**config.mk**
```make
export PLATFORM = sky130hd
export DESIGN_NAME = sipo_deframer_flat
export DESIGN_NICKNAME = d
export VERILOG_FILES = /design/src/rtl/sipo_deframer_pkg.sv /design/src/rtl/sipo_deframer_if.sv /design/src/rtl/sipo_deframer.sv /design/src/flat_wrapper.sv
export SDC_FILE = /design/constraint.sdc
export NUM_CORES = 1
export LEC_CHECK = 0
export BUFFER_PORTS_ARGS = -buffer_cell sky130_fd_sc_hd__buf_2
export CAP_MARGIN = 20
export CORE_MARGIN = 4
export CORE_UTILIZATION = 26
export CTS_BUF_LIST = sky130_fd_sc_hd__clkbuf_16
export CTS_CLUSTER_SIZE = 40
export DETAILED_ROUTE_END_ITERATION = 16
export PLACE_DENSITY_LB_ADDON = 0.25
export SYNTH_ARGS = -nofsm -noshare
export SYNTH_HDL_FRONTEND = slang
export SYNTH_SLANG_ARGS = --single-unit
export TNS_END_PERCENT = 10
```
**constraint.sdc**
```tcl
create_clock -name clk -period 1.95 [get_ports clk]
set_clock_uncertainty 0.15 [all_clocks]
set_input_delay 0 -clock clk [delete_from_list [all_inputs] [get_ports clk]]
set_output_delay 0 -clock clk [all_outputs]
set_load 0.01 [all_outputs]
```
**src/rtl/sipo_deframer_pkg.sv**
```systemverilog
// Shared definitions for the serial front-end blocks: FSM state encoding.
package sipo_pkg;

  localparam logic ST_IDLE  = 1'b0;
  localparam logic ST_SHIFT = 1'b1;

  typedef enum logic {
    S_IDLE  = ST_IDLE,
    S_SHIFT = ST_SHIFT
  } state_e;

endpackage

```
**src/rtl/sipo_deframer_if.sv**
```systemverilog
// Serial input / parallel output bundle of the deframer.
// Handshake: a serial bit is transferred on every rising clk edge where
// serial_valid is 1 (no back-pressure); frame_start is only meaningful
// together with serial_valid. On the output side load is a one-cycle
// strobe telling the downstream register to capture parallel_out.
interface sipo_deframer_if #(
  parameter int WIDTH = 4
);
  logic             serial_in;
  logic             serial_valid;
  logic             frame_start;
  logic [WIDTH-1:0] parallel_out;
  logic             load;
  logic             busy;
  logic             frame_err;
  logic             dbg_state;

  modport master (
    output serial_in, serial_valid, frame_start,
    input  parallel_out, load, busy, frame_err, dbg_state
  );

  modport slave (
    input  serial_in, serial_valid, frame_start,
    output parallel_out, load, busy, frame_err, dbg_state
  );
endinterface

```
**src/rtl/sipo_deframer.sv**
```systemverilog
// Serial-in parallel-out deframer: assembles framed serial bits into a
// WIDTH-bit word and strobes load for one cycle when a frame completes.
module sipo_deframer
  import sipo_pkg::*;
#(
  parameter int WIDTH     = 4,
  parameter int MSB_FIRST = 1
) (
  input logic            clk,
  input logic            rst,
  sipo_deframer_if.slave bus
);

  localparam int             CW       = $clog2(WIDTH + 1);
  localparam logic [CW-1:0]  LAST_CNT = CW'(WIDTH - 1);

  state_e           r_state, w_state_nxt;
  logic [CW-1:0]    r_cnt, w_cnt_nxt;
  logic [WIDTH-1:0] r_sr, w_sr_nxt;
  logic [WIDTH-1:0] r_po, w_po_nxt;
  logic             r_load, w_load_nxt;
  logic             r_err, w_err_nxt;
  logic [WIDTH-1:0] w_word;

  // Append one bit to a partial word in the configured bit order.
  function automatic logic [WIDTH-1:0] insert_bit(input logic [WIDTH-1:0] word,
                                                  input logic b);
    logic [WIDTH:0] t;
    if (MSB_FIRST != 0) begin
      t = {word, b};
      return t[WIDTH-1:0];
    end else begin
      t = {b, word};
      return t[WIDTH:1];
    end
  endfunction

  // Next-state logic: accept bits, restart on frame_start, complete at WIDTH bits.
  always_comb begin
    w_state_nxt = r_state;
    w_cnt_nxt   = r_cnt;
    w_sr_nxt    = r_sr;
    w_po_nxt    = r_po;
    w_load_nxt  = 1'b0;
    w_err_nxt   = 1'b0;
    w_word      = '0;
    if (bus.serial_valid) begin
      if (bus.frame_start) begin
        // A start bit inside a frame aborts it; the bit still opens a new one.
        w_err_nxt = (r_state == S_SHIFT);
        w_word    = insert_bit('0, bus.serial_in);
        if (WIDTH == 1) begin
          w_po_nxt    = w_word;
          w_load_nxt  = 1'b1;
          w_sr_nxt    = '0;
          w_cnt_nxt   = '0;
          w_state_nxt = S_IDLE;
        end else begin
          w_sr_nxt    = w_word;
          w_cnt_nxt   = CW'(1);
          w_state_nxt = S_SHIFT;
        end
      end else if (r_state == S_SHIFT) begin
        w_word = insert_bit(r_sr, bus.serial_in);
        if (r_cnt == LAST_CNT) begin
          w_po_nxt    = w_word;
          w_load_nxt  = 1'b1;
          w_sr_nxt    = '0;
          w_cnt_nxt   = '0;
          w_state_nxt = S_IDLE;
        end else begin
          w_sr_nxt  = w_word;
          w_cnt_nxt = r_cnt + CW'(1);
        end
      end
      // Bits without frame_start while idle are dropped silently.
    end
  end

  // State and output registers with synchronous active-low reset.
  always_ff @(posedge clk) begin
    if (!rst) begin
      r_state <= S_IDLE;
      r_cnt   <= '0;
      r_sr    <= '0;
      r_po    <= '0;
      r_load  <= 1'b0;
      r_err   <= 1'b0;
    end else begin
      r_state <= w_state_nxt;
      r_cnt   <= w_cnt_nxt;
      r_sr    <= w_sr_nxt;
      r_po    <= w_po_nxt;
      r_load  <= w_load_nxt;
      r_err   <= w_err_nxt;
    end
  end

  assign bus.parallel_out = r_po;
  assign bus.load         = r_load;
  assign bus.frame_err    = r_err;
  assign bus.busy         = (r_state == S_SHIFT);
  assign bus.dbg_state    = logic'(r_state);

endmodule

```
**src/flat_wrapper.sv**
```systemverilog
// flat-port wrapper written by rule: the top's interface ports become plain ports
module sipo_deframer_flat import sipo_pkg::*;
#(
  parameter int WIDTH     = 4,
  parameter int MSB_FIRST = 1
)
  (clk, rst, bus_serial_in, bus_serial_valid, bus_frame_start, bus_parallel_out, bus_load, bus_busy, bus_frame_err, bus_dbg_state);
  sipo_deframer_if #(.WIDTH(WIDTH)) bus_i ();
  input logic clk;
  input logic rst;
  input wire logic [$bits(bus_i.serial_in)-1:0] bus_serial_in;
  input wire logic [$bits(bus_i.serial_valid)-1:0] bus_serial_valid;
  input wire logic [$bits(bus_i.frame_start)-1:0] bus_frame_start;
  output wire logic [$bits(bus_i.parallel_out)-1:0] bus_parallel_out;
  output wire logic [$bits(bus_i.load)-1:0] bus_load;
  output wire logic [$bits(bus_i.busy)-1:0] bus_busy;
  output wire logic [$bits(bus_i.frame_err)-1:0] bus_frame_err;
  output wire logic [$bits(bus_i.dbg_state)-1:0] bus_dbg_state;
  assign bus_i.serial_in = bus_serial_in;
  assign bus_i.serial_valid = bus_serial_valid;
  assign bus_i.frame_start = bus_frame_start;
  assign bus_parallel_out = bus_i.parallel_out;
  assign bus_load = bus_i.load;
  assign bus_busy = bus_i.busy;
  assign bus_frame_err = bus_i.frame_err;
  assign bus_dbg_state = bus_i.dbg_state;
  sipo_deframer #(.WIDTH(WIDTH), .MSB_FIRST(MSB_FIRST)) u_core (.clk(clk), .rst(rst), .bus(bus_i));
endmodule
```
==> reports/metrics.yaml <==
cts_buffer_depth: 2
rows: 16
drt_wl_total_microns: 1090
cts_buffers: 3
slew_viol_final: 0
max_slew.worst_pin.slew_ns: 0.334
grt_pass1_wl_microns: 1770
finalSetupTns_ns: 0
min_from: "u_core.r_cnt[2]"
r2r_start: "u_core.r_cnt[0]"
cp-start-kind: "primary input"
die_width_microns: 54.2
fp.coreArea_sq_um: 2000
internal-power_uw: 563
num_vias: 464
end_kind: "register"
peakVddDrop_mv: 0.265
finalCritPeriodShare_pct: 77.5
rr_worst_depth: 4
gp_congestion: 0.683
dp_hpwl_microns: 770
hold_viol_final: 0
synth_nets: 66
r2r_slack_ns: 0.49
drt-initial-drc-count: 13
grt_pass1_vias: 392
ys_seq_elements: 13
synth_edf_count: 0
max_clock_freq_ghz: 0.662
post-route-min-period_ns: 1.51
dp_worst_setup_slack_ns: 0.494
clock_power_share_pct: 53.9
drt.antenna.violating_nets: 0
cts_tree: "yes"
post_cts_resized: 0
clkSlewWorstSetupHoldPaths_ns: 0.04
ys_async_sr_fraction_pct: 0
seqPwrFrac_pct: 39.7
status: "complete, no violations"
slew_headroom_pct: 77.5
yosysSeqAreaShare_pct: 47.0
n_fill_cell: 213
sw_frac_of_total_pct: 19.7
avgSynthCellArea_sq_um: 9.24
yosys-top-cells-count: "nand2_1, dfxtp_1, mux2i_1, o21ai_0"
start_util_pct: 27.7
ctsRootBufferMaster: "clkbuf_16"
drcViolationCount: 0
layout-drive-gt1-share_pct: 23.4
synthesis.area_sq_um: 554
grt-ovfl-total: 0
power_density_nw_per_um2: 933
ys_warn_count: 0
power_switching_uw: 138
combPwrFrac_pct: 6.5
io_pins: 13
syn_inst: 60
htreeDepth: 1
hold-path-cell-count: 1
postCtsHoldBufs: 5
setup_viol: 0
die_h_microns: 54.2
clock_latency_ns: 0.24
rsz0062_at_grt: "no"
timing.hold.ws_ns: 0.296
leakagePower_uw: 0.000318
drv_cap: 0
dr.pass1.iters: 4
antenna_found_initial: 0
postCtsSetupBuffers: 0
worstPathArrival_ns: 1.52
yosysMostFrequentCell: "nand2_1"
netlist_top_cells_area: "dfxtp_1, nand2_1, mux2i_1"
fin_ws_ns: 0.440
ys.flop_type: "dfxtp_1"
hold_class: "register to register"
yosysTopAreaCell: "dfxtp_1"
yosys.area.top_type_share_pct: 47.0
min_to: "u_core.r_cnt[2]"
die-area_sq_um: 2930
r2r_end: "u_core.bus.parallel_out[1]"
clock_sinks: 13
crit_type: "primary input to register"
track_usage_pct: 8.67
ys_types: 22
antenna_cells: 0
nets: 84
grt_start_max_net_pins: 18
portBuffers: 12
required_ns: 1.96
critPathMaxFanout: 11
area_growth_syn_to_layout_pct: 35.7
via_per_inst: 4.46
routedWlPerCell_microns: 10.5
==> per-stage QoR <==
stage | cells | area [sq um] | utilization [%] | total power, uW
finish | 104 | 752 | 37.6 | 702
detailed placement | 95 | 623 | 31.1 | 321
CTS | 104 | 752 | 37.6 | 707
floorplan | 60 | 554 | - | 311
global route | 104 | 752 | 37.6 | 726
global placement | 95 | 623 | 31.1 | 322
==> final cells by class <==
class,instances,area [sq um],area share (%)
clock buffer,3,75.1,9.98
clock inverter,1,3.75,0.499
inverter,2,7.51,0.998
multi-input combinational,41,262,34.8
sequential,13,260,34.6
tap,27,33.8,4.49
timing repair buffer,17,110,14.6
==> worst max-delay path, cell delays in order <==
cell and delay, ns:
dlygate4sd3_1 0.52, buf_2 0.22, nand2_1 0.07, dlygate4sd3_1 0.54, a21boi_0 0.17
==> power by group through the flow <==
stage                     Sequential (uW)  Clock, uW  Combinational (uW)
after global routing                  279        395                51.0
after CTS                             278        383                45.4
final                                 278        378                45.4
after floorplan                       283          0                27.8
after detailed placement              283          0                37.6
after global placement                283          0                38.8
==> worst max path at each step <==
| stage | endpoint | start | slack, ns | depth (start not counted) |
|---|---|---|---|---|
| after detailed placement | u_core.bus.parallel_out[2] | u_core.r_cnt[0] | 0.49 | 4 |
| after global routing | u_core.bus.parallel_out[2] | u_core.r_cnt[0] | 0.36 | 4 |
| after global placement | u_core.bus.parallel_out[1] | u_core.r_cnt[0] | 0.53 | 4 |
| final | u_core.bus.busy | bus_frame_start | 0.44 | 5 |
| after floorplan | u_core.bus.parallel_out[0] | u_core.r_cnt[0] | 0.65 | 4 |
| after CTS | u_core.bus.busy | bus_frame_start | 0.44 | 5 |
==> state kept, by name, summed over array words and instances, names as in the netlist <==
signal                   flops
u_core.bus.parallel_out      4
u_core.r_cnt                 3
u_core.r_sr                  3
u_core.bus.busy              1
u_core.bus.frame_err         1
u_core.bus.load              1
==> logic make-up (layout without fill, tap and decap cells) <==
kind of cell	count (synthesis)	after routing	synth area share (%)
AND/OR/NAND/NOR	23	23	22.3
AO/OA/AOI/OAI	13	13	15.4
adder cells (fa/ha/maj)	1	1	2.26
buffers and inverters	6	23	5.87
multiplexers	4	4	7.22
flip-flops	13	13	47.0
==> cell usage in the layout (no fill, tap or decap), drive strengths merged <==
cell and count:
nand3 1, o22ai 1, nand2b 1, buf 12, nand4b 3, dfxtp 13
dlygate4sd3 5, a21oi 1, a31oi 1, o21a 1, nor3 1, mux2i 4
a21boi 4, clkbuf 3, ha 1, o21ai 4, o211a 1, nor2 1
inv 3, and2 1, nand2 15
==> routing by layer <==
layer | vias up | track usage (%) | part of all wire [%]
li1 | 238 | - | -
met2 | 14 | 11.0 | 45
met4 | 0 | 6.22 | 2.1
met5 | - | 0 | 0
met3 | 4 | 3.32 | 5.1
met1 | 208 | 11.6 | 48
Note: power is estimated with default switching activity, not from simulation.
